[config.mk]
export PLATFORM = sky130hd
export DESIGN_NAME = decode_pipe
export DESIGN_NICKNAME = d
export VERILOG_FILES = /design/src/rtl/decode_pkg.sv /design/src/rtl/instr_decoder.sv /design/src/rtl/decode_pipe.sv
export SDC_FILE = /design/constraint.sdc
export NUM_CORES = 1
export LEC_CHECK = 0
export BUFFER_PORTS_ARGS = -buffer_cell sky130_fd_sc_hd__buf_2
export CORE_MARGIN = 10
export CORE_UTILIZATION = 60
export CTS_BUF_LIST = sky130_fd_sc_hd__clkbuf_8
export CTS_CLUSTER_SIZE = 14
export DETAILED_ROUTE_END_ITERATION = 12
export PLACE_DENSITY = 0.86
export SLEW_MARGIN = 20
export SYNTH_ARGS = -nofsm -noshare
export SYNTH_HDL_FRONTEND = slang
export SYNTH_HIERARCHICAL = 1
export SYNTH_SLANG_ARGS = --single-unit
[constraint.sdc]
create_clock -name clk_i -period 6.33 [get_ports clk_i]
set_input_delay 1.266 -clock clk_i [delete_from_list [all_inputs] [get_ports clk_i]]
set_output_delay 1.266 -clock clk_i [all_outputs]
set_load 0.005 [all_outputs]
[src/rtl/decode_pkg.sv]
// Shared encodings for the decode pipeline: opcodes, function fields,
// ALU operation codes and control-vector bit positions.
package decode_pkg;

  localparam logic [6:0] OP_R    = 7'b0110011;
  localparam logic [6:0] OP_I    = 7'b0010011;
  localparam logic [6:0] OP_LOAD = 7'b0000011;
  localparam logic [6:0] OP_STORE = 7'b0100011;

  localparam logic [2:0] F3_ADD_SUB = 3'b000;
  localparam logic [2:0] F3_SLL     = 3'b001;
  localparam logic [2:0] F3_WORD    = 3'b010;
  localparam logic [2:0] F3_XOR     = 3'b100;
  localparam logic [2:0] F3_SRL_SRA = 3'b101;
  localparam logic [2:0] F3_OR      = 3'b110;
  localparam logic [2:0] F3_AND     = 3'b111;

  localparam logic [6:0] F7_BASE = 7'b0000000;
  localparam logic [6:0] F7_ALT  = 7'b0100000;

  localparam logic [3:0] ALU_AND = 4'b0000;
  localparam logic [3:0] ALU_OR  = 4'b0001;
  localparam logic [3:0] ALU_ADD = 4'b0010;
  localparam logic [3:0] ALU_SLL = 4'b0011;
  localparam logic [3:0] ALU_SRL = 4'b0100;
  localparam logic [3:0] ALU_SUB = 4'b0110;
  localparam logic [3:0] ALU_XOR = 4'b1000;
  localparam logic [3:0] ALU_SRA = 4'b1001;

  localparam int CTRL_VALID    = 0;
  localparam int CTRL_REGWRITE = 1;
  localparam int CTRL_ALUSRC   = 2;
  localparam int CTRL_MEMRE    = 3;
  localparam int CTRL_MEMWR    = 4;

endpackage

[src/rtl/instr_decoder.sv]
// Purely combinational instruction decoder: field extraction, legality,
// ALU code and control vector for the supported RV32I subset.
module instr_decoder
  import decode_pkg::*;
#(
  parameter int INSTR_SIZE     = 32,
  parameter int IMM_SIZE       = 32,
  parameter int NUM_A_REGS     = 32,
  parameter int ALU_OP_SIZE    = 4,
  parameter int CONTR_SIG_SIZE = 5,
  localparam int RW = $clog2(NUM_A_REGS)
) (
  input  logic [INSTR_SIZE-1:0]     instr_i,
  output logic                      legal_o,
  output logic                      use_rs1_o,
  output logic                      use_rs2_o,
  output logic [RW-1:0]             rd_o,
  output logic [RW-1:0]             rs1_o,
  output logic [RW-1:0]             rs2_o,
  output logic [IMM_SIZE-1:0]       imm_o,
  output logic [ALU_OP_SIZE-1:0]    alu_op_o,
  output logic [CONTR_SIG_SIZE-1:0] control_o
);

  logic [6:0] opcode;
  logic [2:0] funct3;
  logic [6:0] funct7;

  assign opcode = instr_i[6:0];
  assign funct3 = instr_i[14:12];
  assign funct7 = instr_i[31:25];

  always_comb begin
    legal_o   = 1'b0;
    use_rs1_o = 1'b0;
    use_rs2_o = 1'b0;
    rd_o      = '0;
    rs1_o     = '0;
    rs2_o     = '0;
    imm_o     = '0;
    alu_op_o  = ALU_OP_SIZE'(ALU_ADD);
    control_o = '0;
    case (opcode)
      OP_R: begin
        legal_o = 1'b1;
        case (funct3)
          F3_ADD_SUB: begin
            if (funct7 == F7_BASE)     alu_op_o = ALU_OP_SIZE'(ALU_ADD);
            else if (funct7 == F7_ALT) alu_op_o = ALU_OP_SIZE'(ALU_SUB);
            else                       legal_o  = 1'b0;
          end
          F3_SRL_SRA: begin
            if (funct7 == F7_BASE)     alu_op_o = ALU_OP_SIZE'(ALU_SRL);
            else if (funct7 == F7_ALT) alu_op_o = ALU_OP_SIZE'(ALU_SRA);
            else                       legal_o  = 1'b0;
          end
          F3_SLL: begin
            alu_op_o = ALU_OP_SIZE'(ALU_SLL);
            legal_o  = (funct7 == F7_BASE);
          end
          F3_XOR: begin
            alu_op_o = ALU_OP_SIZE'(ALU_XOR);
            legal_o  = (funct7 == F7_BASE);
          end
          F3_OR: begin
            alu_op_o = ALU_OP_SIZE'(ALU_OR);
            legal_o  = (funct7 == F7_BASE);
          end
          F3_AND: begin
            alu_op_o = ALU_OP_SIZE'(ALU_AND);
            legal_o  = (funct7 == F7_BASE);
          end
          default: legal_o = 1'b0;
        endcase
        use_rs1_o = 1'b1;
        use_rs2_o = 1'b1;
        rd_o      = instr_i[7 +: RW];
        rs1_o     = instr_i[15 +: RW];
        rs2_o     = instr_i[20 +: RW];
        control_o[CTRL_VALID]    = 1'b1;
        control_o[CTRL_REGWRITE] = 1'b1;
      end
      OP_I, OP_LOAD: begin
        if (opcode == OP_LOAD) begin
          legal_o = (funct3 == F3_WORD);
          control_o[CTRL_MEMRE] = 1'b1;
        end else begin
          case (funct3)
            F3_ADD_SUB: begin legal_o = 1'b1; alu_op_o = ALU_OP_SIZE'(ALU_ADD); end
            F3_XOR:     begin legal_o = 1'b1; alu_op_o = ALU_OP_SIZE'(ALU_XOR); end
            F3_OR:      begin legal_o = 1'b1; alu_op_o = ALU_OP_SIZE'(ALU_OR);  end
            F3_AND:     begin legal_o = 1'b1; alu_op_o = ALU_OP_SIZE'(ALU_AND); end
            default:    legal_o = 1'b0;
          endcase
        end
        use_rs1_o = 1'b1;
        rd_o      = instr_i[7 +: RW];
        rs1_o     = instr_i[15 +: RW];
        imm_o     = {{(IMM_SIZE-12){instr_i[31]}}, instr_i[31:20]};
        control_o[CTRL_VALID]    = 1'b1;
        control_o[CTRL_REGWRITE] = 1'b1;
        control_o[CTRL_ALUSRC]   = 1'b1;
      end
      OP_STORE: begin
        legal_o   = (funct3 == F3_WORD);
        use_rs1_o = 1'b1;
        use_rs2_o = 1'b1;
        rs1_o     = instr_i[15 +: RW];
        rs2_o     = instr_i[20 +: RW];
        imm_o     = {{(IMM_SIZE-12){instr_i[31]}}, instr_i[31:25], instr_i[11:7]};
        control_o[CTRL_VALID]  = 1'b1;
        control_o[CTRL_ALUSRC] = 1'b1;
        control_o[CTRL_MEMWR]  = 1'b1;
      end
      default: legal_o = 1'b0;
    endcase
  end

endmodule

[src/rtl/decode_pipe.sv]
// Decode stage: registered output bundle with valid/ready handshake,
// register scoreboard for RAW/WAW stalls, illegal-instruction drop counter and flush.
module decode_pipe
  import decode_pkg::*;
#(
  parameter int INSTR_SIZE     = 32,
  parameter int IMM_SIZE       = 32,
  parameter int NUM_A_REGS     = 32,
  parameter int ALU_OP_SIZE    = 4,
  parameter int CONTR_SIG_SIZE = 5,
  parameter int CNT_SIZE       = 16,
  localparam int RW = $clog2(NUM_A_REGS)
) (
  input  logic                      clk_i,
  input  logic                      rst_i,
  input  logic                      in_valid_i,
  output logic                      in_ready_o,
  input  logic [INSTR_SIZE-1:0]     instr_i,
  output logic                      out_valid_o,
  input  logic                      out_ready_i,
  output logic [RW-1:0]             rd_o,
  output logic [RW-1:0]             rs1_o,
  output logic [RW-1:0]             rs2_o,
  output logic [IMM_SIZE-1:0]       imm_o,
  output logic [ALU_OP_SIZE-1:0]    alu_op_o,
  output logic [CONTR_SIG_SIZE-1:0] control_o,
  input  logic                      wb_valid_i,
  input  logic [RW-1:0]             wb_rd_i,
  input  logic                      flush_i,
  output logic [CNT_SIZE-1:0]       illegal_cnt_o
);

  logic                      dec_legal, dec_use_rs1, dec_use_rs2;
  logic [RW-1:0]             dec_rd, dec_rs1, dec_rs2;
  logic [IMM_SIZE-1:0]       dec_imm;
  logic [ALU_OP_SIZE-1:0]    dec_alu_op;
  logic [CONTR_SIG_SIZE-1:0] dec_control;

  instr_decoder #(
    .INSTR_SIZE(INSTR_SIZE), .IMM_SIZE(IMM_SIZE), .NUM_A_REGS(NUM_A_REGS),
    .ALU_OP_SIZE(ALU_OP_SIZE), .CONTR_SIG_SIZE(CONTR_SIG_SIZE)
  ) u_dec (
    .instr_i(instr_i), .legal_o(dec_legal), .use_rs1_o(dec_use_rs1),
    .use_rs2_o(dec_use_rs2), .rd_o(dec_rd), .rs1_o(dec_rs1), .rs2_o(dec_rs2),
    .imm_o(dec_imm), .alu_op_o(dec_alu_op), .control_o(dec_control)
  );

  logic                      out_valid_q, out_valid_d;
  logic [RW-1:0]             rd_q, rd_d, rs1_q, rs1_d, rs2_q, rs2_d;
  logic [IMM_SIZE-1:0]       imm_q, imm_d;
  logic [ALU_OP_SIZE-1:0]    alu_op_q, alu_op_d;
  logic [CONTR_SIG_SIZE-1:0] control_q, control_d;
  logic [NUM_A_REGS-1:0]     busy_q, busy_d;
  logic [CNT_SIZE-1:0]       cnt_q, cnt_d;
  logic                      slot_free, hazard, accept, drop_illegal;

  assign slot_free = !out_valid_q || out_ready_i;

  // Writeback this cycle is deliberately not bypassed: busy_q alone decides the stall.
  assign hazard = in_valid_i && dec_legal &&
                  ((dec_use_rs1 && (dec_rs1 != '0) && busy_q[dec_rs1]) ||
                   (dec_use_rs2 && (dec_rs2 != '0) && busy_q[dec_rs2]) ||
                   (dec_control[CTRL_REGWRITE] && (dec_rd != '0) && busy_q[dec_rd]));

  assign in_ready_o   = slot_free && !hazard;
  assign accept       = in_valid_i && in_ready_o && dec_legal;
  assign drop_illegal = in_valid_i && slot_free && !dec_legal;

  always_comb begin
    out_valid_d = out_valid_q;
    rd_d        = rd_q;
    rs1_d       = rs1_q;
    rs2_d       = rs2_q;
    imm_d       = imm_q;
    alu_op_d    = alu_op_q;
    control_d   = control_q;
    busy_d      = busy_q;
    cnt_d       = cnt_q;

    if (wb_valid_i) busy_d[wb_rd_i] = 1'b0;

    // A flushed cycle also discards the incoming instruction, so it never reserves rd.
    if (flush_i) begin
      out_valid_d = 1'b0;
      if (out_valid_q && control_q[CTRL_REGWRITE]) busy_d[rd_q] = 1'b0;
    end else if (accept) begin
      out_valid_d = 1'b1;
      rd_d        = dec_rd;
      rs1_d       = dec_rs1;
      rs2_d       = dec_rs2;
      imm_d       = dec_imm;
      alu_op_d    = dec_alu_op;
      control_d   = dec_control;
      if (dec_control[CTRL_REGWRITE] && (dec_rd != '0)) busy_d[dec_rd] = 1'b1;
    end else if (out_ready_i) begin
      out_valid_d = 1'b0;
    end else begin
      out_valid_d = out_valid_q;
    end

    busy_d[0] = 1'b0;

    if (drop_illegal && (cnt_q != {CNT_SIZE{1'b1}})) cnt_d = cnt_q + CNT_SIZE'(1);
    else                                             cnt_d = cnt_q;
  end

  always_ff @(posedge clk_i or posedge rst_i) begin
    if (rst_i) begin
      out_valid_q <= 1'b0;
      rd_q        <= '0;
      rs1_q       <= '0;
      rs2_q       <= '0;
      imm_q       <= '0;
      alu_op_q    <= '0;
      control_q   <= '0;
      busy_q      <= '0;
      cnt_q       <= '0;
    end else begin
      out_valid_q <= out_valid_d;
      rd_q        <= rd_d;
      rs1_q       <= rs1_d;
      rs2_q       <= rs2_d;
      imm_q       <= imm_d;
      alu_op_q    <= alu_op_d;
      control_q   <= control_d;
      busy_q      <= busy_d;
      cnt_q       <= cnt_d;
    end
  end

  assign out_valid_o   = out_valid_q;
  assign rd_o          = rd_q;
  assign rs1_o         = rs1_q;
  assign rs2_o         = rs2_q;
  assign imm_o         = imm_q;
  assign alu_op_o      = alu_op_q;
  assign control_o     = control_q;
  assign illegal_cnt_o = cnt_q;

endmodule

==> impl.org <==
** Setup path
- For this run, the slowest stage of the critical path takes 640 ps.
- Slowest cell on crit path :: and3_1
- Largest fanout on the critical path :: 16
- Data on the critical path is required at its endpoint by 5060 ps.
- Endpoint class of the critical path :: primary output
- CP cell instances :: buf_2, nor3b_4, and3_1, mux4_2, mux2i_1, mux2i_1, a221o_1, a22oi_2, a21oi_1, nor2_1, buf_2
- Path type of the worst setup path :: in -> out
- CP arrival :: 4370 ps
- Critical path startpoint category :: input port

** Logic synthesis
- The cell count after synthesis came out at 531.
- Number of synthesized flops with an enable pin :: 0
- Register bit total from synthesis :: 104
- Averaged over all synthesized cells, the footprint is 11.3 µm².
- Counting flops with an async set or reset pin after synthesis yields a share of 100%.
- Area of the mapped netlist :: 6010 µm²
- Leading register cell type out of synthesis :: dfrtp_1
- After synthesis, flip-flops and latches occupy 43.3% of the total area.
- Distinct cell type count after synthesis :: 59
- Yosys printed 6 warnings.
- Net count after synthesis :: 575

** Placement
- DP Worst Slack :: 549 ps
- Number of placed instances, taps included :: 736
- During placement, the flow inserted port buffers numbering 116.
- DPL Wire Length :: 12400 µm
- The congestion estimate from routability-driven global placement came to 0.941.
- DP Area :: 6510 µm²

** Timing
- Final TNS setup :: 0 ps
- In the finished design, the share of the clock period the worst path needs comes to 89.0%.
- Worst-margin pin slew :: 1020 ps
- Time the final worst path needs with I/O delays and setup :: 5630 ps
- Worst-case setup margin in the final layout :: 696 ps
- The max-slew violation count is 0.
- Final setup skew :: 15.9 ps
- In this run the tightest slew margin relative to its limit is 31.7%.
- The final hold violation count is 0.
- Final setup violation count :: 0
- Smallest hold slack :: 500 ps
- Based on the critical path, the design can be clocked at up to 177 MHz.
- Setup repair after global routing left no endpoint under its margin.

** Routing
- Via count :: 4928
- The detail route stage leaves a number of antenna-violating nets equal to 0.
- In the final routed layout, each cell accounts on average for 22.6 µm.
- For this block, the routed nets add up to 17000 µm of wire.
- Total DRC errors in the routed layout :: 0
- Drt first pass iters :: 8
- Using the TritonRoute via totals, the vias-per-cell ratio works out to 6.55.
- First DRT Iteration DRCs :: 672

** Global route
- The initial antenna violation count is 0.
- After global routing the overflow that remains totals 0.
- Via count of the first global-routing pass :: 4968
- Entering global routing, the biggest net connects 80 pins.
- The first global-routing pass estimated 27100 µm of wire.
- Across every metal layer, demand over resource in global routing totals 23.4%.

** Finish
- The repair_antennas step left the layout with diodes totalling 0.
- Filler Cell Count :: 737
- Leading cell type in the layout, fill and taps excluded :: buf_2
- The finished cells cover 6740 µm².
- Cells fill 68.9% of the core in the end.
- The top cell types in the final layout, fill and taps aside, are 116 x buf_2, 104 x dfrtp_1, 58 x mux2_2.
- Layout area overhead :: 12.1%
- Layout cells sized above 1 :: 37.0%
- Final layout net count :: 658
- After the flow finishes, the layout carries non-filler instances totaling 752.

** Clock network
- Count of hold-fix buffers inserted at cts :: 0
- CTS sink count :: 104
- Clock latency on the worst-skew pair, taken at its later pin, is 400 ps.
- Number of buffers created by CTS :: 9
- Clock transition time at the flip-flop clock pins of the worst setup and hold paths :: 100 ps
- Deepest clock path buffer count :: 2
- CTS tree :: built
- Clock Tree Root :: clkbuf_8
- Post-CTS timing repair inserted 0 buffers for setup.
- Cts repair resizes :: 0
- H-tree depth reported by CTS :: 3

** Die
- Area enclosed by the die boundary :: 14400 µm²
- The initial utilization of the core area, before any placement, comes to 61.5%.
- In this run the standard cell core region covers 9770 µm².
- The floorplan step set the die height to 120 µm.
- Horizontal die dimension :: 120 µm
- Total number of placement rows :: 36
- IO Pins :: 117

** Hold path
- The worst hold path belongs to the class reg -> reg.

** Run
- Maxcap violations :: 0

** Run status
- Result of the run :: completed

** Pwr
- Internal cell power :: 980 µW
- The analysis attributes to cell leakage a power of 3.19 nW.
- Worst VDD drop :: 0.000225 V
- Sw frac :: 26.4%
- Final total power :: 1.33 mW
- Net load switching power :: 351 µW
- Per report_power, the sequential group accounts for 54.1% of the total.
- Combinational Power Share :: 9.8%
- The clock network is responsible for 36.1% of the overall power.
- P per Cell Area :: 198 nW/µm²
flip-flops by register name, summed over array words and instances (netlist names):
register / cells
rs2_o: 5
rs1_o: 5
rd_o: 5
alu_op_o: 4
imm_o: 32
control_o: 5
out_valid_o: 1
illegal_cnt_o: 16
busy_q: 31
logic make-up (layout without fill, tap and decap cells):
family,count (synthesis),after routing,share of synthesized area (%)
compound gates,97,97,12.9
xor+xnor,16,16,2.33
fa+ha+maj,1,1,0.208
buf+inv,65,153,6.06
flops,104,104,43.3
mux,91,91,19.7
simple gates,157,157,15.4
layer usage:
metal,GRT usage (%),wire length (µm)
met1,28.7,6570
met2,37.9,8090
met3,8.06,1900
met4,7.99,409
met5,0,0
final timing paths:
path,start,endpoint,slack [ps],depth (start not counted)
setup / recovery,instr_i[3],in_ready_o,700,11
hold / removal,illegal_cnt_o[14],illegal_cnt_o[14],500,1
setup reg to reg,busy_q[23],busy_q[26],2740,8
hold reg to reg,illegal_cnt_o[14],illegal_cnt_o[14],500,1
max in group asynchronous,rst_i,busy_q[19],4270,3
min in group asynchronous,rst_i,imm_o[31],920,2
area by class of cell:
class                           count  area [µm²]  area share, %
Multi-Input combinational cell    362        3050           45.3
Clock buffer                       10         138           2.04
Tap cell                          133         166           2.47
Sequential cell                   104        2600           38.6
Timing Repair Buffer              123         633           9.40
Inverter                           14        55.1          0.817
Clock inverter                      6        90.1           1.34
worst max-delay path, delay by kind of cell:
| kind | cells | cell delay, ps |
|---|---|---|
| AOI/OAI and AO/OA | 3 | 760 |
| buffers and inverters | 2 | 240 |
| muxes | 3 | 880 |
| and+or+nand+nor | 3 | 1220 |
power groups by stage:
stage / sequential [mW] / combinational, mW / clock, mW
floorplan: 0.727 / 0.0705 / 0
global placement: 0.728 / 0.127 / 0
detailed placement: 0.730 / 0.132 / 0
CTS: 0.719 / 0.132 / 0.484
global route: 0.725 / 0.145 / 0.509
finish: 0.719 / 0.131 / 0.480
cell usage after synthesis (2+ instances only):
master | n | share of area [%]
inv_1 | 13 | 0.81
mux2i_1 | 16 | 2.7
nand2_1 | 23 | 1.4
nor3b_1 | 2 | 0.25
a21oi_1 | 3 | 0.25
xor2_1 | 10 | 1.5
nand3b_1 | 13 | 1.6
o22ai_1 | 4 | 0.42
o21ai_0 | 4 | 0.33
xnor2_1 | 6 | 0.87
nor3_1 | 8 | 0.67
and2_1 | 7 | 0.73
buf_4 | 22 | 2.7
nor2b_1 | 6 | 0.62
nor2_1 | 26 | 1.6
a221oi_1 | 2 | 0.29
o221ai_1 | 33 | 4.8
dfrtp_1 | 104 | 43
buf_2 | 12 | 1.0
mux2_2 | 58 | 11
nand4b_1 | 3 | 0.44
nand3_1 | 11 | 0.92
o31ai_1 | 31 | 3.9
a31oi_1 | 4 | 0.42
or3b_2 | 6 | 0.87
a22oi_1 | 5 | 0.62
nand4_1 | 11 | 1.1
and3_1 | 16 | 1.7
mux4_2 | 16 | 6.0
nand2b_1 | 8 | 0.83
and3b_1 | 3 | 0.44
or3_1 | 4 | 0.42
buf_6 | 3 | 0.56
clkbuf_1 | 13 | 0.81
(Power assumes the default switching activity.)
